### config.mk
export PLATFORM = sky130hd
export DESIGN_NAME = if_stage_fq
export DESIGN_NICKNAME = d
export VERILOG_FILES = /design/src/rtl/if_stage_fq.sv
export SDC_FILE = /design/constraint.sdc
export NUM_CORES = 1
export LEC_CHECK = 0
export BUFFER_PORTS_ARGS = -buffer_cell sky130_fd_sc_hd__buf_2
export CORE_ASPECT_RATIO = 1.1
export CORE_UTILIZATION = 60
export DETAILED_ROUTE_END_ITERATION = 12
export HOLD_SLACK_MARGIN = 0.06
export PLACE_DENSITY = 0.82
export SLEW_MARGIN = 25
export SYNTH_ARGS = -nofsm -noshare
export SYNTH_HDL_FRONTEND = slang
export SYNTH_SLANG_ARGS = --single-unit
export TNS_END_PERCENT = 50
### constraint.sdc
create_clock -name clk -period 9.2 [get_ports clk]
set_input_delay 0.46 -clock clk [delete_from_list [all_inputs] [get_ports clk]]
set_output_delay 0.46 -clock clk [all_outputs]
set_load 0.005 [all_outputs]
### src/rtl/if_stage_fq.sv
// Instruction fetch stage with a decoupled fetch queue.
// Requests go out to the instruction SRAM whenever credits allow. Each
// accepted PC waits in an in-order outstanding FIFO until its data returns.
// Returned words are paired with that PC and buffered for decode.
// On a taken branch the queue is flushed. Responses still in flight are
// counted off and dropped when they arrive.
module if_stage_fq #(
  parameter int unsigned FQ_DEPTH = 4,
  parameter logic [31:0] RESET_PC = 32'h1c000000
) (
  input  logic        clk,
  input  logic        resetn,
  input  logic        ds_allowin,
  input  logic [33:0] br_bus,
  output logic        fs_to_ds_valid,
  output logic [63:0] fs_to_ds_bus,
  output logic        inst_sram_req,
  output logic        inst_sram_wr,
  output logic [1:0]  inst_sram_size,
  output logic [3:0]  inst_sram_wstrb,
  output logic [31:0] inst_sram_addr,
  output logic [31:0] inst_sram_wdata,
  input  logic        inst_sram_addr_ok,
  input  logic        inst_sram_data_ok,
  input  logic [31:0] inst_sram_rdata
);

  localparam int unsigned AW = $clog2(FQ_DEPTH);
  localparam int unsigned CW = AW + 1;
  localparam logic [CW:0]   DEPTH_C = (CW+1)'(FQ_DEPTH);
  localparam logic [AW-1:0] PTR_ONE = AW'(1);
  localparam logic [CW-1:0] CNT_ONE = CW'(1);

  logic        w_br_stall;
  logic        w_br_taken;
  logic [31:0] w_br_target;

  logic [31:0]   r_pc;
  logic [31:0]   r_of_pc [FQ_DEPTH];
  logic [AW-1:0] r_of_wp;
  logic [AW-1:0] r_of_rp;
  logic [CW-1:0] r_of_cnt;
  logic [63:0]   r_fq_data [FQ_DEPTH];
  logic [AW-1:0] r_fq_wp;
  logic [AW-1:0] r_fq_rp;
  logic [CW-1:0] r_fq_cnt;
  logic [CW-1:0] r_cancel;

  logic          w_acc;
  logic          w_rsp;
  logic          w_fq_push;
  logic          w_fq_pop;
  logic [CW:0]   w_inflight;
  logic [CW-1:0] w_of_cnt_nxt;

  assign {w_br_stall, w_br_taken, w_br_target} = br_bus;

  // Outstanding requests plus buffered entries never exceed the queue depth,
  // so every response that is accepted has a slot waiting for it.
  assign w_inflight    = {1'b0, r_of_cnt} + {1'b0, r_fq_cnt};
  assign inst_sram_req = resetn && !w_br_stall && (w_inflight < DEPTH_C);
  assign inst_sram_addr  = r_pc;
  assign inst_sram_wr    = 1'b0;
  assign inst_sram_size  = 2'd2;
  assign inst_sram_wstrb = 4'h0;
  assign inst_sram_wdata = 32'h0;

  assign w_acc     = inst_sram_req && inst_sram_addr_ok;
  // A data_ok with nothing outstanding is a slave protocol error. It is ignored.
  assign w_rsp     = inst_sram_data_ok && (r_of_cnt != '0);
  assign w_fq_push = w_rsp && (r_cancel == '0) && !w_br_taken;

  assign fs_to_ds_valid = resetn && (r_fq_cnt != '0) && !w_br_taken;
  assign fs_to_ds_bus   = r_fq_data[r_fq_rp];
  assign w_fq_pop       = fs_to_ds_valid && ds_allowin;

  assign w_of_cnt_nxt = r_of_cnt + {{AW{1'b0}}, w_acc} - {{AW{1'b0}}, w_rsp};

  // PC, pointers, occupancy and cancel bookkeeping
  always_ff @(posedge clk) begin
    if (!resetn) begin
      r_pc     <= RESET_PC;
      r_of_wp  <= '0;
      r_of_rp  <= '0;
      r_of_cnt <= '0;
      r_fq_wp  <= '0;
      r_fq_rp  <= '0;
      r_fq_cnt <= '0;
      r_cancel <= '0;
    end else begin
      if (w_br_taken)
        r_pc <= w_br_target;
      else if (w_acc)
        r_pc <= r_pc + 32'd4;

      if (w_acc) r_of_wp <= r_of_wp + PTR_ONE;
      if (w_rsp) r_of_rp <= r_of_rp + PTR_ONE;
      r_of_cnt <= w_of_cnt_nxt;

      if (w_br_taken) begin
        // Everything still in flight after this edge belongs to the old path.
        // That includes a request accepted in this same cycle.
        r_fq_wp  <= '0;
        r_fq_rp  <= '0;
        r_fq_cnt <= '0;
        r_cancel <= w_of_cnt_nxt;
      end else begin
        if (w_fq_push) r_fq_wp <= r_fq_wp + PTR_ONE;
        if (w_fq_pop)  r_fq_rp <= r_fq_rp + PTR_ONE;
        r_fq_cnt <= r_fq_cnt + {{AW{1'b0}}, w_fq_push} - {{AW{1'b0}}, w_fq_pop};
        if (w_rsp && (r_cancel != '0))
          r_cancel <= r_cancel - CNT_ONE;
      end
    end
  end

  // Storage arrays for outstanding PCs and fetched instructions
  always_ff @(posedge clk) begin
    if (w_acc)
      r_of_pc[r_of_wp] <= r_pc;
    if (resetn && w_fq_push)
      r_fq_data[r_fq_wp] <= {inst_sram_rdata, r_of_pc[r_of_rp]};
  end

endmodule

==> results.toml <==
[run_status]
status = "finished, final reports clean"

[routing]
post_drt_wl_per_cell_um = 21.19
ant_nets = 0
drt_iter0_markers = 599
wl_met1_um = 12650
vias = 8475
finalWirelength_um = 30860
route.top_layer_used = "met4"
first_pass_iters = 5
drc = 0
viasPerCell = 5.821
wl_met2_um = 15560
wl_met3_um = 2021

[worst_setup_path]
crit_fanout = 23
criticalPathCategory = "register to register"
crit_chain = "ha_1 > or4b_1 > a311oi_2 > buf_4 > nand2_1 > ha_1 > inv_1 > ha_1 > inv_1 > fa_1 > xnor2_1 > nand2_1 > nand2_1 > a21oi_1"
critical_path.slowest_cell = "or4b_1"
cpPeakStageDelay_ns = 0.53
arrival_ns = 3.76
required_ns = 9.60
crit_path_end_kind = "register"
startpoint_type = "register"

[logic_synthesis]
synthesis.area_um2 = 16960
yosysWarnings = 0
synth_edf_count = 384
synth_seq_cells = 437
syn_inst = 880
ys_types = 46
synth_async_sr_flop_share_pct = 0
avgSynthCellArea_um2 = 19.27
ys.flop_type = "edfxtp_1"
yosysSeqAreaShare_pct = 74.25

[sta]
setup_ws_ns = 5.835
slew_violations = 0
hold_viol = 0
setup_violations = 0
fmax_mhz = 297.2
period_needed_ns = 3.365
max_slew_margin_pct = 34.32
tightest_slew_ns = 0.9852
fin_worst_skew_ns = 0.01905
setup_tns_ns = 0
fin_crit_sh_pct = 36.58
rsz0062_at_grt = "no"

[grt]
grtUsageTotal_pct = 22.23
grt_pass1_wl_um = 47780
antenna_found_initial = 0
grt_pass1_vias = 8483
grt_max_degree = 65
gr-total-overflow = 0

[final_layout]
areaGrowthSynthToFinish_pct = 13.92
final_common_cell = "edfxtp_1"
diodes = 0
final_cell_mix = "edfxtp_1, buf_2, mux4_2"
drive_gt1_share_pct = 31.38
num-fill-cells = 1721
nets = 1154

[placement]
place_hpwl_um = 17850
pre_cts_ws_ns = 5.496
gp_congestion = 0.8196
io_buffers = 168

[clock_network]
cts_setup_buffers = 0
ctsHoldBuffers = 0
htreeDepth = 2
cts_tree = "built"
max-clock-path-buffers = 3
cts_resized = 0
worstSkewPairLatency_ns = 0.54
cts-root-buf = "clkbuf_16"
cts.sinks = 437
numCtsBuffers = 42
clk_pin_slew_worst_paths_ns = 0.06

[pwr]
vdd_drop_max_v = 0.0001577
powerDensity_nw_per_um2 = 223.6
power_leakage_nw = 6.547

[worst_hold_path]
min_path_type = "primary input to register"

[die]
row_count = 64
die-area_um2 = 28940
start_util_pct = 61.03
die_h_um = 178.3
coreArea_um2 = 27790
floorplan.die.width_um = 162.3
io_pins = 208

[job]
maxCapViolations = 0
-- final timing paths --
path                                start                         end  slack [ns]  cells after the start
hold / removal        inst_sram_rdata[15]  r_fq_data[3][47]$_DFFE_PP_        0.14                      1
setup reg to reg   r_of_cnt[2]$_SDFF_PN0_    r_cancel[2]$_SDFFE_PN0P_        5.83                     14
setup / recovery   r_of_cnt[2]$_SDFF_PN0_    r_cancel[2]$_SDFFE_PN0P_        5.83                     14
hold reg to reg   r_of_wp[1]$_SDFFE_PN0P_     r_of_wp[1]$_SDFFE_PN0P_        0.53                      2
-- metal layers --
metal | vias to the layer above | global-route usage, %
met5 | - | 0
met4 | 0 | 6.840
met3 | 50 | 3.813
met2 | 332 | 36.91
met1 | 4293 | 30.43
li1 | 3800 | -
-- sequential cells by signal, summed over array words and instances (netlist names), named ones only --
register / count
inst_sram_addr: 32
r_cancel: 3
r_fq_cnt: 3
r_fq_data: 256
r_fq_rp: 2
r_fq_wp: 2
r_of_cnt: 3
r_of_pc: 128
r_of_rp: 2
r_of_wp: 2
-- cell usage after synthesis, types with 11 or more instances --
| library cell | number | area share (%) |
|---|---|---|
| and2_1 | 15 | 0.55 |
| o21ai_0 | 30 | 0.89 |
| nand2_1 | 19 | 0.42 |
| dfxtp_1 | 53 | 6.3 |
| ha_1 | 17 | 1.3 |
| nor2_1 | 19 | 0.42 |
| nand4_1 | 13 | 0.48 |
| nand3_1 | 15 | 0.44 |
| clkbuf_1 | 25 | 0.55 |
| a21oi_1 | 13 | 0.38 |
| a31oi_1 | 11 | 0.41 |
| mux4_2 | 96 | 13 |
| xor2_1 | 14 | 0.72 |
| xnor2_1 | 12 | 0.62 |
| edfxtp_1 | 384 | 68 |
| buf_1 | 13 | 0.29 |
| buf_4 | 39 | 1.7 |
| inv_1 | 16 | 0.35 |
-- power breakdown --
group          internal, mW  total (mW)  switching [mW]
clock network         0.910        1.59           0.676
logic                 0.189       0.401           0.213
registers              2.28        2.33          0.0570
-- logic make-up after synthesis --
family	count (synthesis)	synth area share, %
buffers and inverters	95	2.973
DFF	437	74.25
AOI/OAI and AO/OA	72	2.612
and+or+nand+nor	127	4.183
other	2	0.04428
muxes	102	13.10
adders and majority gates	19	1.490
xor gates and xnor gates	26	1.343
-- final cells by class --
cell class              instances  area, um^2  share of cell area (%)
clock buffers                  53        1114                   5.764
clock inverters                20       143.9                  0.7448
inverters                      17       63.81                  0.3303
multi-input cells             385        4006                   20.74
flip-flops and latches        437       12600                   65.22
well taps                     363       454.2                   2.351
repair buffers                181       938.4                   4.857
-- critical path, delay by kind of cell, from the launching register on --
| family | cells | cell delay, ns |
|---|---|---|
| adders and majority gates | 4 | 1.13 |
| and+or+nand+nor | 4 | 0.89 |
| buffers and inverters | 3 | 0.39 |
| DFF | 1 | 0.33 |
| AOI/OAI and AO/OA | 2 | 0.28 |
| xor gates and xnor gates | 1 | 0.21 |
-- stage by stage --
| step | hold slack, ns | instance area [um^2] | utilization (%) | total power, mW | std cells |
|---|---|---|---|---|---|
| after floorplan | 0.4765 | 17100 | - | 2.651 | 917 |
| after global placement | 0.5137 | 18060 | 65.00 | 2.763 | 1383 |
| after detailed placement | 0.5053 | 18060 | 65.00 | 2.781 | 1383 |
| after CTS | 0.1162 | 19320 | 69.53 | 4.358 | 1456 |
| after global routing | 0.1202 | 19320 | 69.53 | 4.481 | 1456 |
| final | 0.1356 | 19320 | 69.53 | 4.320 | 1456 |
Note: power is estimated with default switching activity, not from simulation.
